`src/rtl/smartflow_pkg.sv`:
```
// Shared lane-scheduling types: arbiter FSM states and density levels.
// Density encoding is common to the arbiter and every lane_fsm.
package smartflow_pkg;

  localparam int DENS_W = 2;

  typedef enum logic [DENS_W-1:0] {
    DENS_NONE = 2'd0,
    DENS_LOW  = 2'd1,
    DENS_MED  = 2'd2,
    DENS_HIGH = 2'd3
  } density_e;

  typedef enum logic [2:0] {
    S_CLEAR      = 3'd0,
    S_ARB        = 3'd1,
    S_GRANT      = 3'd2,
    S_WAIT_LEAVE = 3'd3,
    S_WAIT_DONE  = 3'd4
  } arb_state_e;

endpackage

```
`src/rtl/intersection_arbiter_if.sv`:
```
// Arbiter <-> lane bundle: lane demand/red status in, grant status out.
// The arbiter side is master, the lane side is slave.
interface intersection_arbiter_if #(
  parameter int NUM_LANES = 4
);
  localparam int IDX_W = $clog2(NUM_LANES);

  logic [2*NUM_LANES-1:0] density;
  logic [NUM_LANES-1:0]   lane_red;
  logic [NUM_LANES-1:0]   grant;
  logic [IDX_W-1:0]       active_lane;
  logic                   busy;
  logic                   timeout_err;

  modport master (
    input  density,
    input  lane_red,
    output grant,
    output active_lane,
    output busy,
    output timeout_err
  );

  modport slave (
    output density,
    output lane_red,
    input  grant,
    input  active_lane,
    input  busy,
    input  timeout_err
  );

endinterface

```
`src/rtl/intersection_arbiter_rr_prio_pick.sv`:
```
// Combinational winner picker: starved lanes first, then densest,
// ties broken by round-robin order starting after rr_ptr.
module rr_prio_pick
  import smartflow_pkg::*;
#(
  parameter int NUM_LANES = 4,
  parameter int IDX_W     = $clog2(NUM_LANES)
) (
  input  logic [NUM_LANES-1:0] eligible,
  input  logic [NUM_LANES-1:0] starved,
  input  logic [DENS_W-1:0]    dens [NUM_LANES],
  input  logic [IDX_W-1:0]     rr_ptr,
  output logic [IDX_W-1:0]     winner,
  output logic                 valid
);

  localparam logic [IDX_W:0] N_EXT = (IDX_W+1)'(NUM_LANES);

  logic [IDX_W:0]    pos;
  logic [IDX_W-1:0]  idx;
  logic              s_hit;
  logic [IDX_W-1:0]  s_idx;
  logic              d_hit;
  logic [IDX_W-1:0]  d_idx;
  logic [DENS_W-1:0] d_best;

  always_comb begin
    pos    = '0;
    idx    = '0;
    s_hit  = 1'b0;
    s_idx  = '0;
    d_hit  = 1'b0;
    d_idx  = '0;
    d_best = '0;
    for (int k = 1; k <= NUM_LANES; k++) begin
      pos = {1'b0, rr_ptr} + (IDX_W+1)'(k);
      if (pos >= N_EXT)
        pos = pos - N_EXT;
      idx = pos[IDX_W-1:0];
      if (!s_hit && eligible[idx] && starved[idx]) begin
        s_hit = 1'b1;
        s_idx = idx;
      end
      // strict '>' keeps the earliest lane in search order on a tie
      if (eligible[idx] && (!d_hit || dens[idx] > d_best)) begin
        d_hit  = 1'b1;
        d_idx  = idx;
        d_best = dens[idx];
      end
    end
    valid  = d_hit;
    winner = s_hit ? s_idx : d_idx;
  end

endmodule

```
`src/rtl/intersection_arbiter.sv`:
```
// Green-phase scheduler for the lane_fsm array: all-red clearance,
// density/age/round-robin arbitration, grant pulse and ack timeout.
module intersection_arbiter
  import smartflow_pkg::*;
#(
  parameter int NUM_LANES      = 4,
  parameter int ALL_RED_CYCLES = 3,
  parameter int STARVE_LIMIT   = 3,
  parameter int AGE_W          = 4,
  parameter int ACK_TIMEOUT    = 4
) (
  input logic                    clk,
  input logic                    reset,
  intersection_arbiter_if.master bus
);

  localparam int IDX_W  = $clog2(NUM_LANES);
  localparam int CLR_W  = $clog2(ALL_RED_CYCLES + 1);
  localparam int WAIT_W = $clog2(ACK_TIMEOUT);

  localparam logic [CLR_W-1:0]  CLR_LAST = CLR_W'(ALL_RED_CYCLES - 1);
  localparam logic [WAIT_W-1:0] TO_LAST  = WAIT_W'(ACK_TIMEOUT - 2);
  localparam logic [AGE_W-1:0]  AGE_MAX  = {AGE_W{1'b1}};
  localparam logic [AGE_W-1:0]  STARVE   = AGE_W'(STARVE_LIMIT);
  localparam logic [NUM_LANES-1:0] ONE   = NUM_LANES'(1);

  arb_state_e        state;
  logic [CLR_W-1:0]  clear_cnt;
  logic [WAIT_W-1:0] wait_cnt;
  logic [IDX_W-1:0]  rr_ptr;
  logic [AGE_W-1:0]  age [NUM_LANES];

  logic [DENS_W-1:0]    dens [NUM_LANES];
  logic [NUM_LANES-1:0] elig;
  logic [NUM_LANES-1:0] starved;
  logic [IDX_W-1:0]     pick_idx;
  logic                 pick_valid;

  for (genvar i = 0; i < NUM_LANES; i++) begin : g_lane
    assign dens[i]    = bus.density[DENS_W*i +: DENS_W];
    assign elig[i]    = dens[i] != DENS_NONE;
    assign starved[i] = age[i] >= STARVE;
  end

  rr_prio_pick #(
    .NUM_LANES (NUM_LANES),
    .IDX_W     (IDX_W)
  ) u_pick (
    .eligible (elig),
    .starved  (starved),
    .dens     (dens),
    .rr_ptr   (rr_ptr),
    .winner   (pick_idx),
    .valid    (pick_valid)
  );

  always_ff @(posedge clk) begin
    if (reset) begin
      state           <= S_CLEAR;
      clear_cnt       <= '0;
      wait_cnt        <= '0;
      rr_ptr          <= IDX_W'(NUM_LANES - 1);
      bus.grant       <= '0;
      bus.active_lane <= '0;
      bus.busy        <= 1'b0;
      bus.timeout_err <= 1'b0;
      for (int i = 0; i < NUM_LANES; i++)
        age[i] <= '0;
    end else begin
      bus.grant       <= '0;
      bus.timeout_err <= 1'b0;
      unique case (state)
        S_CLEAR: begin
          if (&bus.lane_red) begin
            if (clear_cnt == CLR_LAST) begin
              clear_cnt <= '0;
              state     <= S_ARB;
            end else begin
              clear_cnt <= clear_cnt + CLR_W'(1);
            end
          end else begin
            clear_cnt <= '0;
          end
        end
        S_ARB: begin
          if (pick_valid) begin
            bus.grant       <= ONE << pick_idx;
            bus.active_lane <= pick_idx;
            bus.busy        <= 1'b1;
            rr_ptr          <= pick_idx;
            state           <= S_GRANT;
            // losers with demand age; idle lanes hold their age
            for (int i = 0; i < NUM_LANES; i++) begin
              if (IDX_W'(i) == pick_idx)
                age[i] <= '0;
              else if (elig[i] && age[i] != AGE_MAX)
                age[i] <= age[i] + AGE_W'(1);
            end
          end
        end
        S_GRANT: begin
          wait_cnt <= '0;
          state    <= S_WAIT_LEAVE;
        end
        S_WAIT_LEAVE: begin
          if (!bus.lane_red[bus.active_lane]) begin
            state <= S_WAIT_DONE;
          end else if (wait_cnt == TO_LAST) begin
            bus.timeout_err <= 1'b1;
            bus.busy        <= 1'b0;
            state           <= S_CLEAR;
          end else begin
            wait_cnt <= wait_cnt + WAIT_W'(1);
          end
        end
        S_WAIT_DONE: begin
          if (bus.lane_red[bus.active_lane]) begin
            bus.busy <= 1'b0;
            state    <= S_CLEAR;
          end
        end
        default: state <= S_CLEAR;
      endcase
    end
  end

endmodule
```
`src/flat_wrapper.sv`:
```
// flat-port wrapper written by rule: the top's interface ports become plain ports
module intersection_arbiter_flat import smartflow_pkg::*;
#(
  parameter int NUM_LANES      = 4,
  parameter int ALL_RED_CYCLES = 3,
  parameter int STARVE_LIMIT   = 3,
  parameter int AGE_W          = 4,
  parameter int ACK_TIMEOUT    = 4
)
  (clk, reset, bus_density, bus_lane_red, bus_grant, bus_active_lane, bus_busy, bus_timeout_err);
  intersection_arbiter_if #(.NUM_LANES(NUM_LANES)) bus_i ();
  input logic clk;
  input logic reset;
  input wire logic [$bits(bus_i.density)-1:0] bus_density;
  input wire logic [$bits(bus_i.lane_red)-1:0] bus_lane_red;
  output wire logic [$bits(bus_i.grant)-1:0] bus_grant;
  output wire logic [$bits(bus_i.active_lane)-1:0] bus_active_lane;
  output wire logic [$bits(bus_i.busy)-1:0] bus_busy;
  output wire logic [$bits(bus_i.timeout_err)-1:0] bus_timeout_err;
  assign bus_i.density = bus_density;
  assign bus_i.lane_red = bus_lane_red;
  assign bus_grant = bus_i.grant;
  assign bus_active_lane = bus_i.active_lane;
  assign bus_busy = bus_i.busy;
  assign bus_timeout_err = bus_i.timeout_err;
  intersection_arbiter #(.NUM_LANES(NUM_LANES), .ALL_RED_CYCLES(ALL_RED_CYCLES), .STARVE_LIMIT(STARVE_LIMIT), .AGE_W(AGE_W), .ACK_TIMEOUT(ACK_TIMEOUT)) u_core (.clk(clk), .reset(reset), .bus(bus_i));
endmodule
```
`config.mk`:
```
export PLATFORM = sky130hd
export DESIGN_NAME = intersection_arbiter_flat
export DESIGN_NICKNAME = d
export VERILOG_FILES = /design/src/rtl/smartflow_pkg.sv /design/src/rtl/intersection_arbiter_if.sv /design/src/rtl/intersection_arbiter_rr_prio_pick.sv /design/src/rtl/intersection_arbiter.sv /design/src/flat_wrapper.sv
export SDC_FILE = /design/constraint.sdc
export NUM_CORES = 1
export LEC_CHECK = 0
export ABC_CLOCK_PERIOD_IN_PS = 11740
export CAP_MARGIN = 25
export CORE_MARGIN = 4
export CORE_UTILIZATION = 45
export DETAILED_ROUTE_END_ITERATION = 8
export PLACE_DENSITY_LB_ADDON = 0.12
export SETUP_SLACK_MARGIN = 0.2
export SYNTH_ARGS = -nofsm -noshare
export SYNTH_HDL_FRONTEND = slang
export SYNTH_SLANG_ARGS = --single-unit
```
`constraint.sdc`:
```
create_clock -name clk -period 11.74 [get_ports clk]
set_input_delay 1.761 -clock clk [delete_from_list [all_inputs] [get_ports clk]]
set_output_delay 1.761 -clock clk [all_outputs]
set_load 0.03 [all_outputs]
```
# Word level (Yosys, flattened, before mapping)
# Memory sizes are Yosys's and may differ from the RTL's.
# Cells that the tools add are included.
dict set report totals {
  register_bits 17
  ramBits 16
  word_cells 245
  mem_count 1
}
# memory depth width rd rd_clocked_by_memory_dff wr line_no
set memory_table {}
lappend memory_table {u_core.age 4 4 4 0 4 intersection_arbiter.sv:31} ;# logic [AGE_W-1:0] age [NUM_LANES];
dict set report classes {
  add_sub_neg 14
  order_cmp 20
  n_eq_ne 21
  shifts 1
  n_mux 126
  n_bitwise 16
  n_reduce_logical 38
}
# operator count
set ops {}
lappend ops {{1-bit two-way mux} 68}
lappend ops {{2-bit two-way mux} 28}
lappend ops {{4-bit two-way mux} 8}
lappend ops {{3-bit >= comparator, second input constant} 8}
lappend ops {{1-bit binary-select mux with 2-bit select} 9}
lappend ops {{3-bit two-way mux} 6}
lappend ops {{4-bit by 1-bit adder with 4-bit output, second input constant} 4}
lappend ops {{2-bit binary-select mux with 2-bit select} 4}
lappend ops {{4-bit by 2-bit >= comparator with 1-bit output, second input constant} 4}
lappend ops {{4-bit inequality test, second input constant} 4}
lappend ops {{2-bit by 3-bit less-than comparator with 1-bit output, second input constant} 5}
lappend ops {{3-bit case mux with 5 select lines} 1}
lappend ops {{1-bit logical AND} 14}
lappend ops {{2-bit by 1-bit inequality test with 1-bit output, second input constant} 6}
lappend ops {{2-bit NOT with 3-bit output} 4}
lappend ops {{5-bit AND reduction} 2}
lappend ops {{2-bit nonzero test} 5}
lappend ops {{1-bit bitwise OR} 8}
lappend ops {{2-bit by 1-bit subtractor with 2-bit output, second input constant} 4}
lappend ops {{2-bit by 2-bit adder with 3-bit output, second input constant} 2}
lappend ops {{3-bit by 2-bit == test with 1-bit output, second input constant} 2}
lappend ops {{2-bit greater-than comparator} 3}
lappend ops {{1-bit zero test} 6}
lappend ops {{3-bit OR reduction} 2}
lappend ops {{other kinds (21)} 29}

# Longest topological paths before layout
dict set report depth {
  word_depth 29
  depth_mapped 31
  ltp_nobuf 27
}

# Hierarchy
# Synthesis repeated with hierarchy kept, for this count alone.
dict set report unflattened {
  hier_cells 303
  area_unflattened_um2 2682.6
}
# module instances cells_each area_each_um2 seq_area_each_um2
set by_module_without_submodules {}
lappend by_module_without_submodules {intersection_arbiter 1 162 1616.6 820.8}
lappend by_module_without_submodules {rr_prio_pick 1 141 1066.0 0.0}

# Worst setup path before layout
# OpenSTA, ideal clock, no wires.
dict set report synth_timing {
  kind {input port to flip-flop}
  startpoint {input port bus_density[3]}
  endpoint {memory u_core.age[0][0], enable pin}
  t_arrival_ps 6532
  path_slack_ps 4858
  stages 26
  n_path_buf 1
  path_cell_list {nor2_2 -> o22ai_2 -> a221o_1 -> o311ai_0 -> ha_1 -> nor2b_1 -> o21ai_0 -> o21ai_0 -> a21oi_1 -> a31oi_1 -> ha_1 -> nor2b_1 -> o21ai_0 -> o31ai_4 -> nand2_2 -> o21ai_0 -> ha_1 -> nor2b_1 -> o21ai_0 -> a31oi_2 -> nand2b_1 -> a31oi_1 -> o31ai_4 -> buf_4 -> nand2_1 -> o221ai_1}
}
# element line_no
set synth_rtl {}
lappend synth_rtl {{start, declared} flat_wrapper.sv:14} ;# input wire logic [$bits(bus_i.density)-1:0] bus_density;
lappend synth_rtl {{end, declared} intersection_arbiter.sv:31}

==> reports/metrics.cfg <==
[placed_design]
hpwl_um=4815
finalWeightedCongestion=0.9011
pre_cts_ws_ns=3.282
io_buffers=21
dp.cells=377

[cells_and_area]
stdcell_count=385
nets=337
syn_to_final_growth_pct=11.22
n_antenna_cell=0
drive_above_1_share=0.1214

[synth]
ys_warn_count=0
synthXorXnorAreaFrac=0.02587
ys.flop_type=dfxtp_1
synthAdderAreaFrac=0.05081
synthCells=300
syn_nets=325
synth_top_family_by_area=compound AO/OA/AOI/OAI gates
synth-edff-count=16
synth.distinct_cells=67
ys_ff_latch=33
synth.avg_cell_area_sq_um=9.029
yosysSeqAreaShare=0.3030
netlist_area_sq_mm=0.002709
synth.area.top_cells=edfxtp_1, dfxtp_1, ha_1
synth_compound_area_frac=0.2855
synth_top_area_frac=0.1774
post-synth-top-area-cell=edfxtp_1
yosys.area_share.simple=0.2370
synthArstFlopShare=0
synth.area.mux_share=0.04942

[critical_path]
worstSetupStartpointType=primary input
critPathSlowestCell=o31ai_4
end_kind=flip-flop
reg2reg_depth=26
worst_ep_arrival_time_ns=8.13
path_buf_inv=1
path_max_fanout=17
worst-path-stages=26
path_class=in2reg
crit_top_cell=o21ai_0
path_delay_family=compound AO/OA/AOI/OAI gates
crit_required_ns=11.67
max_stage_delay_ns=0.68

[drt]
routed_via_density=6.436
first_iter_violations=198
drtAntennaViolNets=0
wl_per_cell_um=17.14
num_vias=2478
drt-total-wl_um=6599
dr.pass1.iters=5
route.detailed.drc=0

[grt]
grt_max_degree=40
grt_pass1_vias=2317
grt_use_total=0.1835
antenna_found_initial=0
gr-total-overflow=0
grt_pass1_wl_um=11180

[sta]
timing.final.ws_setup_ns=3.532
relSlewSlack=0.4532
period_share=0.6991
setup_viol=0
rsz0062_at_grt=false
finalSetupTns_ns=0
period_needed_ns=8.208
tightest_slew_ns=0.8172
max_freq_mhz=121.8
finalHoldViolCount=0
holdWs_ns=0.4815
skew_ns=0.01063
slew_viol_final=0

[clock_tree]
root_buffer=clkbuf_8
cts_tree=done
clockBufferDepth=2
numCtsBuffers=5
hold_buffers=0
post_cts_buffers=0
cts_resized=0
clkLatencyLatePin_ns=0.29
clkSinkCount=33
clk_pin_slew_worst_paths_ns=0.07
htreeDepth=2

[status]
outcome=completed

[die]
core_area_sq_mm=0.005675
start_util=0.4773
dieArea_sq_mm=0.007325
ios=22
die_w_um=85.59
die_h_um=85.59
rows=27

[pwr]
p_leak_nw=1.015
power_density_mw_per_mm2=90.49
irDropWorstVdd_mv=0.1186

[worst_hold_path]
hold_path_depth=2
worstHoldPathType=reg2reg

[run]
drv_cap=0

## layout make-up
| cell class | instances | area [sq um] |
|---|---|---|
| clock buffer | 5 | 68.82 |
| clock inverter | 3 | 17.52 |
| fill | 537 | 2663 |
| inverter | 9 | 33.78 |
| multi-input combinational | 240 | 1757 |
| sequential | 33 | 820.8 |
| tap | 72 | 90.09 |
| timing repair buffer | 23 | 225.2 |
## routing by layer
layer / wire (um) / GRT usage / vias to the layer above
met4: 64 / 0.05180 / 0
li1: - / - / 1200
met3: 366 / 0.02402 / 6
met1: 3008 / 0.2472 / 1188
met2: 3160 / 0.3079 / 84
met5: 0 / 0 / -
## cells in the final DEF, fill, tap and decap left out, drive strengths merged, types with 5 or more instances in the layout
master,instances
o22ai,5
nand2,19
nor3,15
inv,9
o21ai,17
nor2,23
xnor2,5
a2111oi,5
a211oi,6
ha,11
clkdlybuf4s50,21
a31oi,8
clkbuf,5
a21oi,22
mux4,5
nand2b,7
nor2b,8
edfxtp,16
nand3,11
o31ai,5
dfxtp,17
## synthesized netlist by cell type (3+ instances only)
cell type	number
a2111oi_2	4
a211oi_1	6
a21oi_1	22
a22o_1	4
a31oi_1	7
and2_1	3
and3_1	3
buf_2	6
buf_4	4
clkbuf_1	7
dfxtp_1	17
edfxtp_1	16
ha_1	11
inv_1	8
mux4_2	5
nand2_1	18
nand2b_1	7
nand3_1	11
nand3b_1	3
nor2_1	19
nor2b_1	8
nor3_1	15
nor3b_1	4
nor4b_1	3
o2111a_1	4
o2111ai_1	3
o211ai_1	4
o21ai_0	14
o21ai_1	3
o22ai_1	3
o31ai_1	3
or3_1	3
xnor2_1	5
xor2_1	3
## state kept, by name, indices dropped and copies added (netlist names)
signal / cells
u_core.age: 16
u_core.clear_cnt: 2
u_core.wait_cnt: 2
u_core.state: 3
u_core.rr_ptr: 2
u_core.bus.busy: 1
u_core.bus.active_lane: 2
u_core.bus.timeout_err: 1
u_core.bus.grant: 4
## kinds of logic (layout without fill, tap and decap cells)
kind of cell             after synthesis  in the layout
flip-flops                            33             33
buffers and inverters                 27             40
adder cells (fa/ha/maj)               11             11
AO/OA/AOI/OAI                        100            100
multiplexers                           7              7
XOR/XNOR                               8              8
AND/OR/NAND/NOR                      114            114
## metrics by stage
step	area, sq um	total power [W]	utilization
2_1_floorplan	2709	0.0001747	-
5_1_grt	3013	0.0002879	0.5309
3_3_place_gp	2927	0.0001899	0.5157
4_1_cts	3013	0.0002756	0.5309
6_report	3013	0.0002726	0.5309
3_5_place_dp	2927	0.0001906	0.5157
## worst reg2reg max path, delay by kind of cell, from the launching register on
kind / cells / cell delay (ns)
buf+inv: 1 / 0.36
flops: 1 / 0.31
simple gates: 6 / 0.84
compound gates: 16 / 3.81
fa+ha+maj: 3 / 0.98
## power by group
part / switching, W / internal (W)
Sequential: 0.00000206 / 0.000122
Combinational: 0.0000394 / 0.0000249
Clock: 0.0000430 / 0.0000409
## worst paths after layout
kind,end,slack (ns),start
setup / recovery,u_core.age[0][1]$_SDFFCE_PN0P_,3.53,bus_density[3]
hold / removal,u_core.wait_cnt[0]$_SDFFE_PP0P_,0.48,u_core.wait_cnt[0]$_SDFFE_PP0P_
setup reg to reg,u_core.age[0][1]$_SDFFCE_PN0P_,5.08,u_core.rr_ptr[0]$_SDFFE_PP1P_
hold reg to reg,u_core.wait_cnt[0]$_SDFFE_PP0P_,0.48,u_core.wait_cnt[0]$_SDFFE_PP0P_
(Power assumes the default switching activity.)
